===== src/rtl/chip8_loader.sv =====
// -----------------------------------------------------------------------------
// chip8_loader
//   Writer side of the CHIP-8 program RAM. Takes a framed program image from
//   the UART receiver, writes it to RAM starting at LOAD_BASE, and answers with
//   a one-byte ACK (0x06) or NAK (0x15) to the UART transmitter.
//
//   Frame: 0x4C ('L'), LEN_HI, LEN_LO, LEN data bytes [, checksum byte]
//
//   Optional feature macro: CHIP8_LOADER_CSUM_EN
//     When defined, a trailing checksum byte (sum of data bytes mod 256)
//     follows the data. A mismatch is answered with NAK.
//
// Ports
//   ice_clk_i    system clock
//   rstn_i       asynchronous active-low reset
//   rx_data_i    received byte, valid with rx_valid_i
//   rx_valid_i   single-cycle strobe per received byte
//   tx_data_o    response byte (ACK/NAK)
//   tx_valid_o   response valid, held until tx_ready_i
//   tx_ready_i   transmitter accepts tx_data_o
//   ram_we_o     RAM write enable, one-cycle pulse
//   ram_waddr_o  RAM write address
//   ram_d_o      RAM write data
//   busy_o       frame in progress
//   done_o       sticky: last frame completed OK
//   err_o        sticky: last frame failed
//
// State table
//   state      | meaning
//   ST_IDLE    | waiting for the 0x4C start byte
//   ST_LEN_HI  | waiting for the upper length byte
//   ST_LEN_LO  | waiting for the lower length byte, length check
//   ST_DATA    | writing data bytes to RAM
//   ST_CSUM    | waiting for the checksum byte (checksum build only)
//   ST_RESP    | presenting ACK/NAK until the transmitter takes it
// -----------------------------------------------------------------------------
module chip8_loader #(
    parameter int unsigned ADDR_WIDTH     = 12,
    parameter int unsigned LOAD_BASE      = 12'h200,
    parameter int unsigned TIMEOUT_CYCLES = 12000000
) (
    input  logic                  ice_clk_i,
    input  logic                  rstn_i,
    input  logic [7:0]            rx_data_i,
    input  logic                  rx_valid_i,
    output logic [7:0]            tx_data_o,
    output logic                  tx_valid_o,
    input  logic                  tx_ready_i,
    output logic                  ram_we_o,
    output logic [ADDR_WIDTH-1:0] ram_waddr_o,
    output logic [7:0]            ram_d_o,
    output logic                  busy_o,
    output logic                  done_o,
    output logic                  err_o
);

    localparam logic [7:0] SOF_BYTE = 8'h4C;
    localparam logic [7:0] ACK_BYTE = 8'h06;
    localparam logic [7:0] NAK_BYTE = 8'h15;

    localparam int unsigned MAX_LEN = (1 << ADDR_WIDTH) - LOAD_BASE;
    localparam int unsigned TW      = $clog2(TIMEOUT_CYCLES + 1);
    localparam logic [TW-1:0] TMO_LOAD = TW'(TIMEOUT_CYCLES - 1);
    localparam logic [ADDR_WIDTH-1:0] BASE_ADDR = ADDR_WIDTH'(LOAD_BASE);

    typedef enum logic [2:0] {
        ST_IDLE,
        ST_LEN_HI,
        ST_LEN_LO,
        ST_DATA,
        ST_RESP
`ifdef CHIP8_LOADER_CSUM_EN
        , ST_CSUM
`endif
    } state_t;

    state_t                  state;
    logic [7:0]              len_hi;
    logic [15:0]             remain;
    logic [ADDR_WIDTH-1:0]   wptr;
    logic [TW-1:0]           tmo_cnt;
`ifdef CHIP8_LOADER_CSUM_EN
    logic [7:0]              csum;
`endif

    logic [15:0] len_rx;
    logic        tmo_active;
    logic        timed_out;
    logic        go_resp;
    logic        resp_ack;

    assign len_rx = {len_hi, rx_data_i};
    assign busy_o = (state != ST_IDLE);

    // Idle-gap timer only runs while a frame is being received.
    assign tmo_active = (state != ST_IDLE) && (state != ST_RESP);
    // A byte arriving in the firing cycle cancels the timeout.
    assign timed_out  = tmo_active && !rx_valid_i && (tmo_cnt == '0);

    // Decode every way of ending a frame in one place.
    always_comb begin
        go_resp  = 1'b0;
        resp_ack = 1'b0;
        case (state)
            ST_LEN_LO: begin
                if (rx_valid_i) begin
                    if ({16'd0, len_rx} > MAX_LEN) begin
                        go_resp = 1'b1;
                    end
`ifndef CHIP8_LOADER_CSUM_EN
                    else if (len_rx == 16'd0) begin
                        go_resp  = 1'b1;
                        resp_ack = 1'b1;
                    end
`endif
                end
            end
`ifndef CHIP8_LOADER_CSUM_EN
            ST_DATA: begin
                if (rx_valid_i && remain == 16'd1) begin
                    go_resp  = 1'b1;
                    resp_ack = 1'b1;
                end
            end
`else
            ST_CSUM: begin
                if (rx_valid_i) begin
                    go_resp  = 1'b1;
                    resp_ack = (rx_data_i == csum);
                end
            end
`endif
            default: ;
        endcase
        if (timed_out) begin
            go_resp  = 1'b1;
            resp_ack = 1'b0;
        end
    end

    always_ff @(posedge ice_clk_i or negedge rstn_i) begin
        if (!rstn_i) begin
            state       <= ST_IDLE;
            len_hi      <= '0;
            remain      <= '0;
            wptr        <= '0;
            tmo_cnt     <= '0;
`ifdef CHIP8_LOADER_CSUM_EN
            csum        <= '0;
`endif
            tx_data_o   <= '0;
            tx_valid_o  <= 1'b0;
            ram_we_o    <= 1'b0;
            ram_waddr_o <= '0;
            ram_d_o     <= '0;
            done_o      <= 1'b0;
            err_o       <= 1'b0;
        end else begin
            ram_we_o <= 1'b0;

            if (rx_valid_i) begin
                tmo_cnt <= TMO_LOAD;
            end else if (tmo_active && tmo_cnt != '0) begin
                tmo_cnt <= tmo_cnt - 1'b1;
            end

            case (state)
                ST_IDLE: begin
                    if (rx_valid_i && rx_data_i == SOF_BYTE) begin
                        state  <= ST_LEN_HI;
                        done_o <= 1'b0;
                        err_o  <= 1'b0;
                    end
                end
                ST_LEN_HI: begin
                    if (rx_valid_i) begin
                        len_hi <= rx_data_i;
                        state  <= ST_LEN_LO;
                    end
                end
                ST_LEN_LO: begin
                    if (rx_valid_i) begin
                        remain <= len_rx;
                        wptr   <= BASE_ADDR;
`ifdef CHIP8_LOADER_CSUM_EN
                        csum   <= '0;
                        state  <= (len_rx == 16'd0) ? ST_CSUM : ST_DATA;
`else
                        state  <= ST_DATA;
`endif
                    end
                end
                ST_DATA: begin
                    if (rx_valid_i) begin
                        ram_we_o    <= 1'b1;
                        ram_waddr_o <= wptr;
                        ram_d_o     <= rx_data_i;
                        wptr        <= wptr + 1'b1;
                        remain      <= remain - 16'd1;
`ifdef CHIP8_LOADER_CSUM_EN
                        csum        <= csum + rx_data_i;
                        if (remain == 16'd1) begin
                            state <= ST_CSUM;
                        end
`endif
                    end
                end
                ST_RESP: begin
                    if (tx_ready_i) begin
                        tx_valid_o <= 1'b0;
                        tx_data_o  <= '0;
                        state      <= ST_IDLE;
                    end
                end
                default: ;
            endcase

            // Overrides the state update above when the frame ends this cycle.
            if (go_resp) begin
                state      <= ST_RESP;
                tx_valid_o <= 1'b1;
                tx_data_o  <= resp_ack ? ACK_BYTE : NAK_BYTE;
                done_o     <= resp_ack;
                err_o      <= !resp_ack;
            end
        end
    end

endmodule


===== config.mk =====
export PLATFORM = sky130hd
export DESIGN_NAME = chip8_loader
export DESIGN_NICKNAME = d
export VERILOG_FILES = /design/src/rtl/chip8_loader.sv
export SDC_FILE = /design/constraint.sdc
export NUM_CORES = 1
export LEC_CHECK = 0
export ABC_AREA = 1
export BUFFER_PORTS_ARGS = -buffer_cell sky130_fd_sc_hd__clkbuf_2
export CORE_MARGIN = 8
export CORE_UTILIZATION = 46
export DETAILED_ROUTE_END_ITERATION = 6
export PLACE_DENSITY = 0.67
export SKIP_LAST_GASP = 1
export SLEW_MARGIN = 20
export SYNTH_ARGS = -nofsm -noshare
export SYNTH_HDL_FRONTEND = slang
export SYNTH_SLANG_ARGS = --single-unit

===== constraint.sdc =====
create_clock -name ice_clk_i -period 4.87 [get_ports ice_clk_i]
set_input_delay 0.7305 -clock ice_clk_i [delete_from_list [all_inputs] [get_ports ice_clk_i]]
set_output_delay 0.7305 -clock ice_clk_i [all_outputs]
set_load 0.01 [all_outputs]

; ---- After elaboration in Yosys (flattened, before gate mapping)
; Index checks and enable logic that the tools add are counted.
[op_classes]
div_mod_pow = 0
shift = 0
n_mux = 37
add_sub_neg = 3
n_reduce_logical = 26
bitwise = 0
eq_ne = 13
mul = 0
order_cmp = 1
[op_table]
columns = cell, n
row1 = two-way mux 24 bit, 2
row2 = two-way mux 16 bit, 2
row3 = one-hot mux 16 bit (2 select lines), 1
row4 = logical NOT 24 bit, 1
row5 = two-way mux 12 bit, 2
row6 = two-way mux 8 bit, 3
row7 = one-hot mux 12 bit (2 select lines), 1
row8 = nonzero test 24 bit, 1
row9 = "subtractor 24 x 1 -> 24 bit, second input constant", 1
row10 = two-way mux 1 bit, 17
row11 = "equality test 16 x 1 -> 1 bit, second input constant", 1
row12 = "greater-than comparator 16 x 12 -> 1 bit, second input constant", 1
row13 = logical NOT 16 bit, 1
row14 = "subtractor 16 x 1 -> 16 bit, second input constant", 1
row15 = two-way mux 3 bit, 5
row16 = "inequality test 3 bit, second input constant", 5
row17 = "adder 12 x 1 -> 12 bit, second input constant", 1
row18 = one-hot mux 3 bit (4 select lines), 1
row19 = nonzero test 2 bit, 6
row20 = "equality test 8 x 7 -> 1 bit, second input constant", 1
row21 = AND reduction 2 bit, 4
row22 = "equality test 3 x 2 -> 1 bit, second input constant", 2
row23 = logical AND 1 bit, 6
row24 = two-way mux 5 bit, 1
row25 = 10 further kinds, 13
[totals]
romBits = 0
latchBits = 0
memories = 0
ram_bits = 0
reg_bits = 95
inputBits = 12

; ---- Logic depth before layout (Yosys ltp)
[depth]
word_depth = 8
mapped_depth = 13
depth_no_buf = 12

; ---- Worst setup path before layout
; OpenSTA, ideal clock, no wires.
[synth_timing]
path_kind = in2reg
from = in rx_valid_i
to = reg tmo_cnt[5]
stages = 6
t_required_ns = 4.749
arrival_time_ns = 1.478
slack_ns = 3.272
cell_sequence = inv_2 -> buf_2 -> buf_1 -> nand3_1 -> nand2_1 -> o21ai_1
[synth_between]
elab_chain_cells = 1
word_cells_on_any_way = 2
cone_classes = mux (1) / reduce/logical (1)
[synth_rtl]
columns = element, line_no
row1 = start: declaration, 45  ; input logic rx_valid_i,
row2 = two-way mux 24 bit / nonzero test 2 bit (equally long branches), -
row3 = end signal: assignment, 164  ; tmo_cnt <= tmo_cnt - 1'b1;
row4 = end: declaration, 81  ; logic [TW-1:0] tmo_cnt;
; Parallel ways exist; a longest one is shown, timed or not.
; A chain may end at the register's enable or synchronous reset.

; ---- Final worst setup path
[layout_timing]
from = reg state[0]
to = out busy_o
[layout_between]
elab_chain_cells = 1
[layout_rtl]
columns = element, line_no
row1 = start: declaration, 77  ; state_t state;
row2 = start signal: assignment, 143  ; state <= ST_IDLE;
row3 = start signal: assignment, 170  ; state <= ST_LEN_HI;
row4 = start signal: assignment, 178  ; state <= ST_LEN_LO;
row5 = nonzero test 3 bit, 93  ; assign busy_o = (state != ST_IDLE);
row6 = end: declaration, 52  ; output logic busy_o,
; Every way passes these cells.

==> load_flow_metrics.sql <==
INSERT INTO impl_metrics (metric_group, metric, value, unit) VALUES
('critical_path', 'slowest_delay', '570', 'ps'),
('detailed_routing', 'detailedRoute.firstPassIterationCount', '5', ''),
('clock_tree', 'clock_sinks', '89', ''),
('placement', 'detailed_place_hpwl', '9.61', 'mm'),
('timing', 'layout_setup_ws', '2580', 'ps'),
('yosys', 'synth-simple-area-share', '35.0', '%'),
('detailed_routing', 'vias_per_cell', '5.32', ''),
('yosys', 'synth.yosys.seq_area_share', '44.2', '%'),
('grt', 'grt_pass1_vias', '4440', ''),
('timing', 'fin_skew', '12.9', 'ps'),
('placement', 'place.gp.congestion', '0.916', ''),
('critical_path', 'critical_path.startpoint_type', 'register', ''),
('yosys', 'synth-seq-cells', '89', ''),
('pwr', 'vdd_drop_max', '270', 'uV'),
('placement', 'port_buffers', '40', ''),
('floorplan', 'design.die.area', '14500', 'um^2'),
('critical_path', 'cpLargestDelayFamily', 'flip-flops', ''),
('yosys', 'fraction_of_the_mapped_netlist_area_in_compound_gates', '10.2', '%'),
('clock_tree', 'worstSkewPairLatency', '380', 'ps'),
('yosys', 'synthesis.yosys.warnings', '0', ''),
('finish', 'num-fill-cells', '1093', ''),
('yosys', 'yosys.area_share.adder', '1.24', '%'),
('detailed_routing', 'drcViolationCount', '0', ''),
('finish', 'finish.cell_count_without_fillers', '873', ''),
('floorplan', 'die_width', '121', 'um'),
('grt', 'grt_antenna_before_repair', '0', ''),
('placement', 'post-place-cells', '857', ''),
('floorplan', 'initial_cell_density_of_the_core', '46.9', '%'),
('finish', 'layout.core_utilization', '51.4', '%'),
('critical_path', 'worst_r2r_endpoint', 'tmo_cnt[8]', ''),
('yosys', 'synthCells', '696', ''),
('critical_path', 'biggest_fanout_along_the_worst_timing_path', '14', ''),
('critical_path', 'worst_setup_path_end_kind', 'output pin', ''),
('timing', 'worst_pin_slew', '673', 'ps'),
('timing', 'finalSetupTns', '0', 'ps'),
('clock_tree', 'clock_path_buffers', '2', ''),
('detailed_routing', 'drt_wl_total', '12.8', 'mm'),
('timing', 'final_max_slew_viol_count', '0', ''),
('pwr', 'power_density', '494', 'nW/um^2'),
('timing', 'maxSlewHeadroom', '55.1', '%'),
('detailed_routing', 'drtIter0Drc', '431', ''),
('critical_path', 'crit_path_cell_trace', 'nor2_1 -> nand2_1 -> clkbuf_2', ''),
('worst_hold_path', 'min-delay-path-class', 'in -> async', ''),
('detailed_routing', 'wl_per_cell', '14.7', 'um'),
('clock_tree', 'clkTransAtPathRegs', '90', 'ps'),
('floorplan', 'floorplan_core_area', '10700', 'um^2'),
('critical_path', 'critical_path_start_end_classification', 'reg -> out', ''),
('floorplan', 'pin_count', '45', ''),
('yosys', 'synth-xor-area-share', '1.04', '%'),
('finish', 'n_antenna_cell', '0', ''),
('timing', 'timing_hold_violations_final', '0', ''),
('grt', 'wire_length_of_the_first_global_routing_pass', '21.9', 'mm'),
('clock_tree', 'cts_root_buf', 'sky130_fd_sc_hd__clkbuf_8', ''),
('clock_tree', 'cts_max_level', '3', ''),
('outcome', 'outcome', 'finished, final reports clean', ''),
('grt', 'pin_count_of_the_biggest_net_entering_global_routing', '54', ''),
('timing', 'setup_violations', '0', ''),
('critical_path', 'timing.critical_path.arrival', '1560', 'ps'),
('critical_path', 'critical_path_required', '4140', 'ps'),
('flow_run', 'cap_violations', '0', ''),
('critical_path', 'worst_setup_path_startpoint', 'state[0]', ''),
('yosys', 'post_synthesis_cell_area', '5030', 'um^2'),
('finish', 'final_layout_size_suffix_gt1_share', '11.5', '%'),
('clock_tree', 'cts_hold_repair.buffers', '0', ''),
('clock_tree', 'cts-buffers-inserted', '9', ''),
('finish', 'area_growth', '9.77', '%'),
('critical_path', 'crit_path_top_delay_cell', 'sky130_fd_sc_hd__dfrtp_1', ''),
('detailed_routing', 'antenna_violating_nets_post_route', '0', ''),
('clock_tree', 'cts_setup_buffers', '0', ''),
('clock_tree', 'cts_repair_resize_count', '0', ''),
('floorplan', 'floorplan.rows', '38', '');
-- cell type report --
class / count / area [um^2] / area share (%)
sequential: 89 / 2230 / 40.3
timing repair buffer: 41 / 210 / 3.80
clock buffer: 11 / 151 / 2.74
tap: 140 / 175 / 3.17
clock inverter: 5 / 77.6 / 1.40
multi-input combinational: 512 / 2400 / 43.5
inverter: 75 / 283 / 5.12
-- cells by family after synthesis --
logic type / Yosys count
AND/OR/NAND/NOR: 400
buffers and inverters: 98
AO/OA/AOI/OAI: 97
flip-flops: 89
XOR/XNOR: 6
adder cells (fa/ha/maj): 5
other: 1
-- how the worst max path moves through the flow --
stage,cells after the start,end
finish,3,busy_o
global route,3,busy_o
CTS,3,busy_o
detailed placement,8,state[0]
global placement,8,state[0]
floorplan,6,tmo_cnt[5]
-- synth_stat cells --
cell	n	share of area [%]
sky130_fd_sc_hd__nand3_2	2	0.40
sky130_fd_sc_hd__a211oi_1	3	0.45
sky130_fd_sc_hd__nor2_2	7	0.87
sky130_fd_sc_hd__a21oi_1	11	1.1
sky130_fd_sc_hd__buf_1	1	0.074
sky130_fd_sc_hd__nand3_4	1	0.35
sky130_fd_sc_hd__o211ai_1	2	0.30
sky130_fd_sc_hd__a31oi_1	1	0.12
sky130_fd_sc_hd__dfrtp_1	89	44
sky130_fd_sc_hd__nand2_4	1	0.22
sky130_fd_sc_hd__xnor2_1	2	0.35
sky130_fd_sc_hd__ha_1	5	1.2
sky130_fd_sc_hd__nand3_1	70	7.0
sky130_fd_sc_hd__o22ai_1	5	0.62
sky130_fd_sc_hd__nor3_1	8	0.80
sky130_fd_sc_hd__nand4_1	18	2.2
sky130_fd_sc_hd__clkinv_2	1	0.099
sky130_fd_sc_hd__or2_1	1	0.12
sky130_fd_sc_hd__buf_6	2	0.45
sky130_fd_sc_hd__nor3_2	4	0.80
sky130_fd_sc_hd__nand2_2	1	0.12
sky130_fd_sc_hd__a21o_1	1	0.15
sky130_fd_sc_hd__nor3b_1	1	0.15
sky130_fd_sc_hd__o21ai_0	38	3.8
sky130_fd_sc_hd__or2_2	1	0.12
sky130_fd_sc_hd__conb_1	1	0.074
sky130_fd_sc_hd__inv_1	67	5.0
sky130_fd_sc_hd__nand2_1	188	14
sky130_fd_sc_hd__nand3b_1	1	0.15
sky130_fd_sc_hd__clkinv_1	1	0.074
sky130_fd_sc_hd__inv_2	6	0.45
sky130_fd_sc_hd__nor2_4	3	0.67
sky130_fd_sc_hd__clkbuf_1	6	0.45
sky130_fd_sc_hd__xor2_1	4	0.70
sky130_fd_sc_hd__o21ai_1	35	3.5
sky130_fd_sc_hd__a311oi_1	1	0.17
sky130_fd_sc_hd__buf_2	8	0.80
sky130_fd_sc_hd__buf_4	6	0.89
sky130_fd_sc_hd__nor4_1	1	0.12
sky130_fd_sc_hd__nor2_1	92	6.9
-- sequential cells by signal, summed over array words and instances (netlist names) --
signal,count
tmo_cnt,24
remain,16
ram_waddr_o,12
wptr,12
len_hi,8
ram_d_o,8
state,3
tx_data_o,3
done_o,1
err_o,1
ram_we_o,1
-- metal layers --
metal	share of wire, %	wire [um]	vias to the layer above	GRT usage (%)
met1	44	5650	2177	22.6
li1	-	-	2316	-
met4	3.1	403	0	10.1
met5	0	0	-	0
met3	3.8	491	30	3.59
met2	49	6290	119	31.0
-- cell usage in the layout (no fill, tap or decap), drive strengths merged, types with 3 or more instances in the layout --
cell	instances
a211oi	3
nand3	73
a21oi	11
inv	73
o21ai	73
nand4	18
clkbuf	50
xor2	4
dfrtp	89
nand2	190
conb	4
o22ai	5
clkinv	4
nor2	102
ha	5
nor3	12
-- worst reg2reg max path: stages, from the launching register on --
cell and delay (ps):
sky130_fd_sc_hd__dfrtp_1 360, sky130_fd_sc_hd__inv_1 150, sky130_fd_sc_hd__ha_1 180, sky130_fd_sc_hd__inv_1 40
sky130_fd_sc_hd__nor2_1 150, sky130_fd_sc_hd__nand2_1 70, sky130_fd_sc_hd__nor2_1 170, sky130_fd_sc_hd__nand3_2 130
sky130_fd_sc_hd__nand2_4 110, sky130_fd_sc_hd__nand2_2 250, sky130_fd_sc_hd__clkinv_2 290, sky130_fd_sc_hd__nand2_1 80
sky130_fd_sc_hd__o21ai_0 90
-- power by group --
group / internal, mW / total, mW / switching, mW / leakage, nW
sequential: 0.971 / 1.21 / 0.237 / 1.09
clock: 0.315 / 0.584 / 0.268 / 0.115
combinational: 0.320 / 0.939 / 0.619 / 1.41
total: 1.61 / 2.73 / 1.12 / 2.61
-- stage by stage --
stage | total power, mW | cell area (um^2)
after detailed placement | 2.16 | 5300
after global routing | 2.95 | 5530
final | 2.73 | 5530
after global placement | 2.13 | 5300
after CTS | 2.75 | 5530
after floorplan | 1.85 | 5050
(Power assumes the default switching activity.)
